--- src/rtl/jellyvl_synctimer_timer.sv ---
// rtl/jellyvl_synctimer_timer.sv - fractional-step synchronised timer with rate-limited +/-1 adjust
module jellyvl_synctimer_timer #(
  parameter int TIMER_WIDTH     = 64,
  parameter int NUMERATOR       = 10,
  parameter int DENOMINATOR     = 3,
  parameter int ADJUST_INTERVAL = 1,
  parameter int COUNT_WIDTH     = 16
) (
  input  logic                   rst,
  input  logic                   clk,
  input  logic [TIMER_WIDTH-1:0] set_time,
  input  logic                   set_valid,
  input  logic                   adjust_sign,
  input  logic                   adjust_valid,
  output logic                   adjust_ready,
  input  logic                   status_clear,
  output logic [COUNT_WIDTH-1:0] status_adjust_plus,
  output logic [COUNT_WIDTH-1:0] status_adjust_minus,
  output logic [TIMER_WIDTH-1:0] current_time
);

  localparam int STEP_INT = NUMERATOR / DENOMINATOR;
  localparam int STEP_REM = NUMERATOR % DENOMINATOR;
  // frac + REM can reach 2*DENOMINATOR-2, so size for that sum
  localparam int FW = $clog2(2 * DENOMINATOR + 1);
  localparam int IW = (ADJUST_INTERVAL > 1) ? $clog2(ADJUST_INTERVAL) : 1;

  if (DENOMINATOR < 1 || ADJUST_INTERVAL < 1 || STEP_INT < 1) begin : g_param_check
    $error("jellyvl_synctimer_timer: invalid NUMERATOR/DENOMINATOR/ADJUST_INTERVAL");
  end

  logic [FW-1:0]          frac, frac_sum, frac_next;
  logic                   carry;
  logic                   accept;
  logic [TIMER_WIDTH-1:0] adj;
  logic [TIMER_WIDTH-1:0] time_next;
  logic [IW-1:0]          ivl, ivl_next;
  logic                   count_en;

  always_comb begin
    frac_sum  = frac + FW'(STEP_REM);
    carry     = (frac_sum >= FW'(DENOMINATOR));
    frac_next = carry ? (frac_sum - FW'(DENOMINATOR)) : frac_sum;
    accept    = adjust_valid && adjust_ready;
    adj       = '0;
    if (accept) begin
      adj = adjust_sign ? '1 : TIMER_WIDTH'(1);
    end
    time_next = current_time + TIMER_WIDTH'(STEP_INT) + TIMER_WIDTH'(carry) + adj;
    ivl_next  = '0;
    if (accept) begin
      ivl_next = IW'(ADJUST_INTERVAL - 1);
    end else if (ivl != '0) begin
      ivl_next = ivl - IW'(1);
    end
    // a beat swallowed by a coarse set is not counted
    count_en = accept && !set_valid;
  end

  always_ff @(posedge clk or posedge rst) begin
    if (rst) begin
      current_time <= '0;
      frac         <= '0;
      ivl          <= '0;
      adjust_ready <= 1'b0;
    end else begin
      ivl          <= ivl_next;
      adjust_ready <= (ivl_next == '0);
      if (set_valid) begin
        current_time <= set_time;
        frac         <= '0;
      end else begin
        current_time <= time_next;
        frac         <= frac_next;
      end
    end
  end

  always_ff @(posedge clk or posedge rst) begin
    if (rst) begin
      status_adjust_plus  <= '0;
      status_adjust_minus <= '0;
    end else if (status_clear) begin
      status_adjust_plus  <= '0;
      status_adjust_minus <= '0;
    end else if (count_en) begin
      if (!adjust_sign && status_adjust_plus != '1) begin
        status_adjust_plus <= status_adjust_plus + COUNT_WIDTH'(1);
      end
      if (adjust_sign && status_adjust_minus != '1) begin
        status_adjust_minus <= status_adjust_minus + COUNT_WIDTH'(1);
      end
    end
  end

endmodule

--- config.mk ---
export PLATFORM = sky130hd
export DESIGN_NAME = jellyvl_synctimer_timer
export DESIGN_NICKNAME = d
export VERILOG_FILES = /design/src/rtl/jellyvl_synctimer_timer.sv
export SDC_FILE = /design/constraint.sdc
export NUM_CORES = 1
export LEC_CHECK = 0
export BUFFER_PORTS_ARGS = -buffer_cell sky130_fd_sc_hd__clkbuf_2
export CELL_PAD_IN_SITES_DETAIL_PLACEMENT = 1
export CELL_PAD_IN_SITES_GLOBAL_PLACEMENT = 1
export CORE_MARGIN = 4
export CORE_UTILIZATION = 45
export DETAILED_ROUTE_END_ITERATION = 12
export PLACE_DENSITY = 0.85
export RECOVER_POWER = 25
export SYNTH_ARGS = -nofsm -noshare
export SYNTH_HDL_FRONTEND = slang
export SYNTH_SLANG_ARGS = --single-unit
export TNS_END_PERCENT = 50
--- constraint.sdc ---
create_clock -name clk -period 12.2 [get_ports clk]
set_input_delay 2.44 -clock clk [delete_from_list [all_inputs] [get_ports clk]]
set_output_delay 2.44 -clock clk [all_outputs]
set_load 0.01 [all_outputs]
* Yosys cells after proc, flatten, opt, wreduce, memory -nomap -nowiden
Cells that the tools add are included.
Word-level totals: register bits after elaboration 101, word-level logic and storage cells 42
Operators by class: multiplexer cells 13, order comparisons 1, bitwise operators 1, add/sub/neg operators 8, reductions and logical operators 11, eq/ne operators 2
Operator list (number):
- two-way mux 64 bit | 3
- two-way mux 16 bit | 6
- adder 64 x 1 -> 64 bit | 1
- adder 64 x 2 -> 64 bit, second input constant | 1
- adder 64 bit | 1
- adder 16 x 1 -> 16 bit, second input constant | 2
- != test 16 bit, second input constant | 2
- two-way mux 3 bit | 2
- nonzero test 2 bit | 3
- logical AND 1 bit | 4
- AND reduction 2 bit | 2
- adder 3 x 1 -> 3 bit, second input constant | 1
- greater-or-equal comparator 3 x 2 -> 1 bit, second input constant | 1
- subtractor 3 x 2 -> 3 bit, second input constant | 1
- logical NOT 1 bit | 2
- two-way mux 1 bit | 2
- inverter 1 bit | 1
- subtractor 1 bit, second input constant | 1

* Longest topological paths before layout
depth in word-level cells 5, depth in mapped cells 16, mapped depth without buffers 16

* Worst setup path before layout
No wires, ideal clock.
kind input port to flip-flop, start in adjust_sign, end reg current_time[61], stages 14, setup slack 5861 ps, path buffers 1, library setup time 71 ps, arrival time 6268 ps, cells stage by stage nand3_1 -> inv_1 -> ha_1 -> ha_1 -> buf_6 -> a2111o_1 -> a31oi_1 -> o41ai_1 -> a32o_1 -> a211o_1 -> a31o_4 -> a2111oi_2 -> a41oi_1 -> nand4_1
On the way: word-level cells in the longest chain between the ends 4
RTL lines:
- start, declared | RTL line 13 | input logic adjust_sign,
- two-way mux 64 bit | RTL line 47 | adj = adjust_sign ? '1 : TIMER_WIDTH'(1);
- two-way mux 64 bit | RTL line 46 | if (accept) begin
- adder 64 bit | RTL line 49 | time_next = current_time + TIMER_WIDTH'(STEP_INT) + TIMER_WIDTH'(carry) + adj;
- two-way mux 64 bit | RTL line 69 | if (set_valid) begin
- end signal, assigned | RTL line 70 | current_time <= set_time;
- end signal, assigned | RTL line 73 | current_time <= time_next;
- end, declared | RTL line 19 | output logic [TIMER_WIDTH-1:0] current_time
No other way between the ends. A chain may end at the register's enable or synchronous reset.

* Worst setup path after layout
start in adjust_valid, end reg current_time[63]
On the way: word-level cells in the longest chain between the ends 4
RTL lines:
- start, declared | RTL line 14 | input logic adjust_valid,
- logical AND 1 bit | RTL line 44 | accept = adjust_valid && adjust_ready;
- two-way mux 64 bit | RTL line 46
- adder 64 bit | RTL line 49
- two-way mux 64 bit | RTL line 69
No other way between the ends.

==> flow_summary.ini <==
[floorplan]
rows = 50
start_util = 0.4628
core_um2 = 18890
die_w_um = 147.4
die_y_um = 147.4
ios = 167
die_area_um2 = 21730

[clock_tree]
clk_pin_slew_ns = 0.07
ctsResizeCount = 0
clk-insertion-delay-late_ns = 0.36
cts_root_buf = clkbuf_16
h-tree-depth = 3
cts_buffer_depth = 2
cts_buffers = 9
cts_tree = yes
holdBufCountCts = 0
cts_sinks = 100
postCtsSetupRepairBufs = 0

[setup_path]
worstSetupPathType = input pin to flip-flop
critPathLaunch = adjust_valid
rr_worst_depth = 15
critPathRequiredTime_ns = 12.42
cp-start-kind = input pin
crit_end = current_time[63]$_DFF_PP0_
cp_max_fo = 37
worst-r2r-setup-slack_ns = 7.67
r2r_end = current_time[42]$_DFF_PP0_
reg2reg_from = frac[0]$_DFFE_PP0P_
critPathArrivalTime_ns = 6.36
crit_path_end_kind = flip-flop

[timing]
period_needed_ns = 6.133
rsz0062_at_grt = false
finalCritPeriodShare = 0.5027
slew_headroom = -0.2051
drv_slew = 39
tightestPinTransition_ns = 1.798
fmax_mhz = 163.0
setup_tns_ns = 0
clock-skew-final_ns = 0.01017
hold_viol = 0
setup_viol = 0

[global_route]
overflow = 0
antenna_found_initial = 0
grt_pass1_vias = 8587
grt_max_degree = 72
grt_pass1_wl_um = 43590
grt_usage = 0.2435

[routing]
drt_wl_total_um = 26290
dr.pass1.iters = 5
drc = 0
detail_route.wl_per_cell_um = 18.23
drt_iter0_markers = 256
final_antenna_net_count = 0
vias_per_cell = 5.723
vias = 8252

[synthesis]
synth_top_area_share = 0.2862
yosysMostFrequentCell = ha_1
yosysTopAreaCell = dfrtp_1
synth_area_leaders = dfrtp_1 (29%), ha_1 (19%), o21ai_0 (5.9%)
synth_nets = 1249
synth-seq-cells = 100
ys_top_cells_by_count = ha_1 (131), nand2_1 (128), o21ai_0 (103)
avgSynthCellArea_um2 = 8.352
synth_area_um2 = 8745
syn_inst = 1047
synth_warnings = 0
ys_seq_area_frac = 0.2862
synth_edf_count = 0
async_flop_share = 1.000
synth.distinct_cells = 71
synthFlopType = dfrtp_1

[placement]
dp_hpwl_um = 20980
gp_congestion = 0.9125
port_buffers = 166
placed_cell_area_um2 = 9714

[worst_hold_path]
min_path_type = flip-flop to flip-flop

[final_layout]
nets = 1379
layout-drive-gt1-share = 0.1379
synthToLayoutAreaGrowth_pct = 14.17
fill_cells = 2374
utilization = 0.5284
diodes = 0
stdcell_area_um2 = 9983

[flow_run]
drv_cap = 1

[run_status]
status = finished with violations
violations = capacitance limit, slew limit

[power]
p_int_uw = 802.5
p_switching_uw = 563.1
switching_share = 0.4124
leakagePower_nw = 4.888
p_total_mw = 1.366
vdd_drop_max_v = 0.0001246
power.density_nw_per_um2 = 136.8
pwr-share-comb = 0.460
clkPwrFrac = 0.233
seqPwrFrac = 0.307
-- layout by cell type, fill, tap and decap left out, drive strengths merged, types with 4 or more instances in the layout --
master,netlist,routed
ha,131,131
or3,7,7
clkinv,1,4
o21ai,106,106
mux2i,6,6
a41oi,6,6
dfrtp,100,100
a31oi,11,11
nand3,24,24
nor2,94,94
and4,5,5
inv,24,24
a31o,4,4
o21a,6,6
clkbuf,39,175
a21oi,82,82
nand2,128,128
and2,5,5
o21bai,12,12
and3,10,10
buf,11,4
a21o,31,31
a21boi,4,4
a211oi,5,5
xor2,43,43
o22ai,5,5
nand4,26,26
nor3,23,23
mux2,4,4
xnor2,44,44
o31ai,7,7
-- registers in the layout (all words and copies together) (netlist names) --
signal	cells
status_adjust_plus	16
adjust_ready	1
current_time	64
status_adjust_minus	16
frac	3
-- per-layer routing --
layer,vias up,global-route usage,routed length (um)
met5,-,0,0
met4,0,0.06943,633
met3,43,0.02943,932
met2,177,0.4353,13040
met1,3989,0.3103,11690
li1,4043,-,-
-- area by class of cell --
class | instances | area (um2) | area share
Sequential cell | 100 | 2502 | 0.2507
Clock buffer | 10 | 229.0 | 0.02294
Multi-Input combinational cell | 872 | 5934 | 0.5944
Tap cell | 260 | 325.3 | 0.03259
Inverter | 25 | 95.09 | 0.009525
Clock inverter | 6 | 87.58 | 0.008773
Timing Repair Buffer | 169 | 809.5 | 0.08109
-- metrics by stage --
step,hold WS (ns),std cells,setup slack [ns]
2_1_floorplan,0.5782,1047,5.861
3_3_place_gp,0.5386,1426,5.779
3_5_place_dp,0.5453,1426,5.713
4_1_cts,0.5651,1442,6.063
5_1_grt,0.6097,1442,5.688
6_report,0.5620,1442,6.067
-- power by group through the flow --
stage / Clock, mW / Combinational, mW / Sequential, mW
after global routing: 0.338 / 0.706 / 0.427
after global placement: 0 / 0.606 / 0.425
after CTS: 0.324 / 0.638 / 0.421
after detailed placement: 0 / 0.626 / 0.427
after floorplan: 0 / 0.421 / 0.440
final: 0.318 / 0.628 / 0.420
-- worst min path at each step --
stage / from / end / slack [ns] / cells after the start
3_5_place_dp: status_adjust_minus[8]$_DFFE_PP0P_ / status_adjust_minus[8]$_DFFE_PP0P_ / 0.55 / 2
4_1_cts: status_adjust_minus[8]$_DFFE_PP0P_ / status_adjust_minus[8]$_DFFE_PP0P_ / 0.57 / 2
3_3_place_gp: status_adjust_minus[6]$_DFFE_PP0P_ / status_adjust_minus[6]$_DFFE_PP0P_ / 0.54 / 2
6_report: status_adjust_minus[8]$_DFFE_PP0P_ / status_adjust_minus[8]$_DFFE_PP0P_ / 0.56 / 2
2_1_floorplan: status_adjust_plus[10]$_DFFE_PP0P_ / status_adjust_plus[10]$_DFFE_PP0P_ / 0.58 / 2
5_1_grt: status_adjust_minus[8]$_DFFE_PP0P_ / status_adjust_minus[8]$_DFFE_PP0P_ / 0.61 / 2
-- cell families (layout without fill, tap and decap cells) --
| group | Yosys count | after routing | synth area share |
|---|---|---|---|
| adders and majority gates | 132 | 132 | 0.1897 |
| other | 1 | 1 | 0.0004288 |
| DFF | 100 | 100 | 0.2862 |
| muxes | 10 | 10 | 0.01202 |
| buffers and inverters | 75 | 210 | 0.03520 |
| and+or+nand+nor | 337 | 337 | 0.1747 |
| AOI/OAI and AO/OA | 305 | 305 | 0.2146 |
| xor gates and xnor gates | 87 | 87 | 0.08714 |
-- critical path, stage by stage --
cell and delay, ns:
clkbuf_2 0.09, nand3_1 0.16, inv_2 0.42, buf_4 0.50, ha_1 0.34, ha_1 0.39
nand2_1 0.15, o41ai_1 0.69, a31o_2 0.24, a41oi_1 0.09, o21ai_1 0.39, a41oi_1 0.20
xnor2_1 0.18, o21ai_1 0.07
Note: power is estimated with default switching activity, not from simulation.
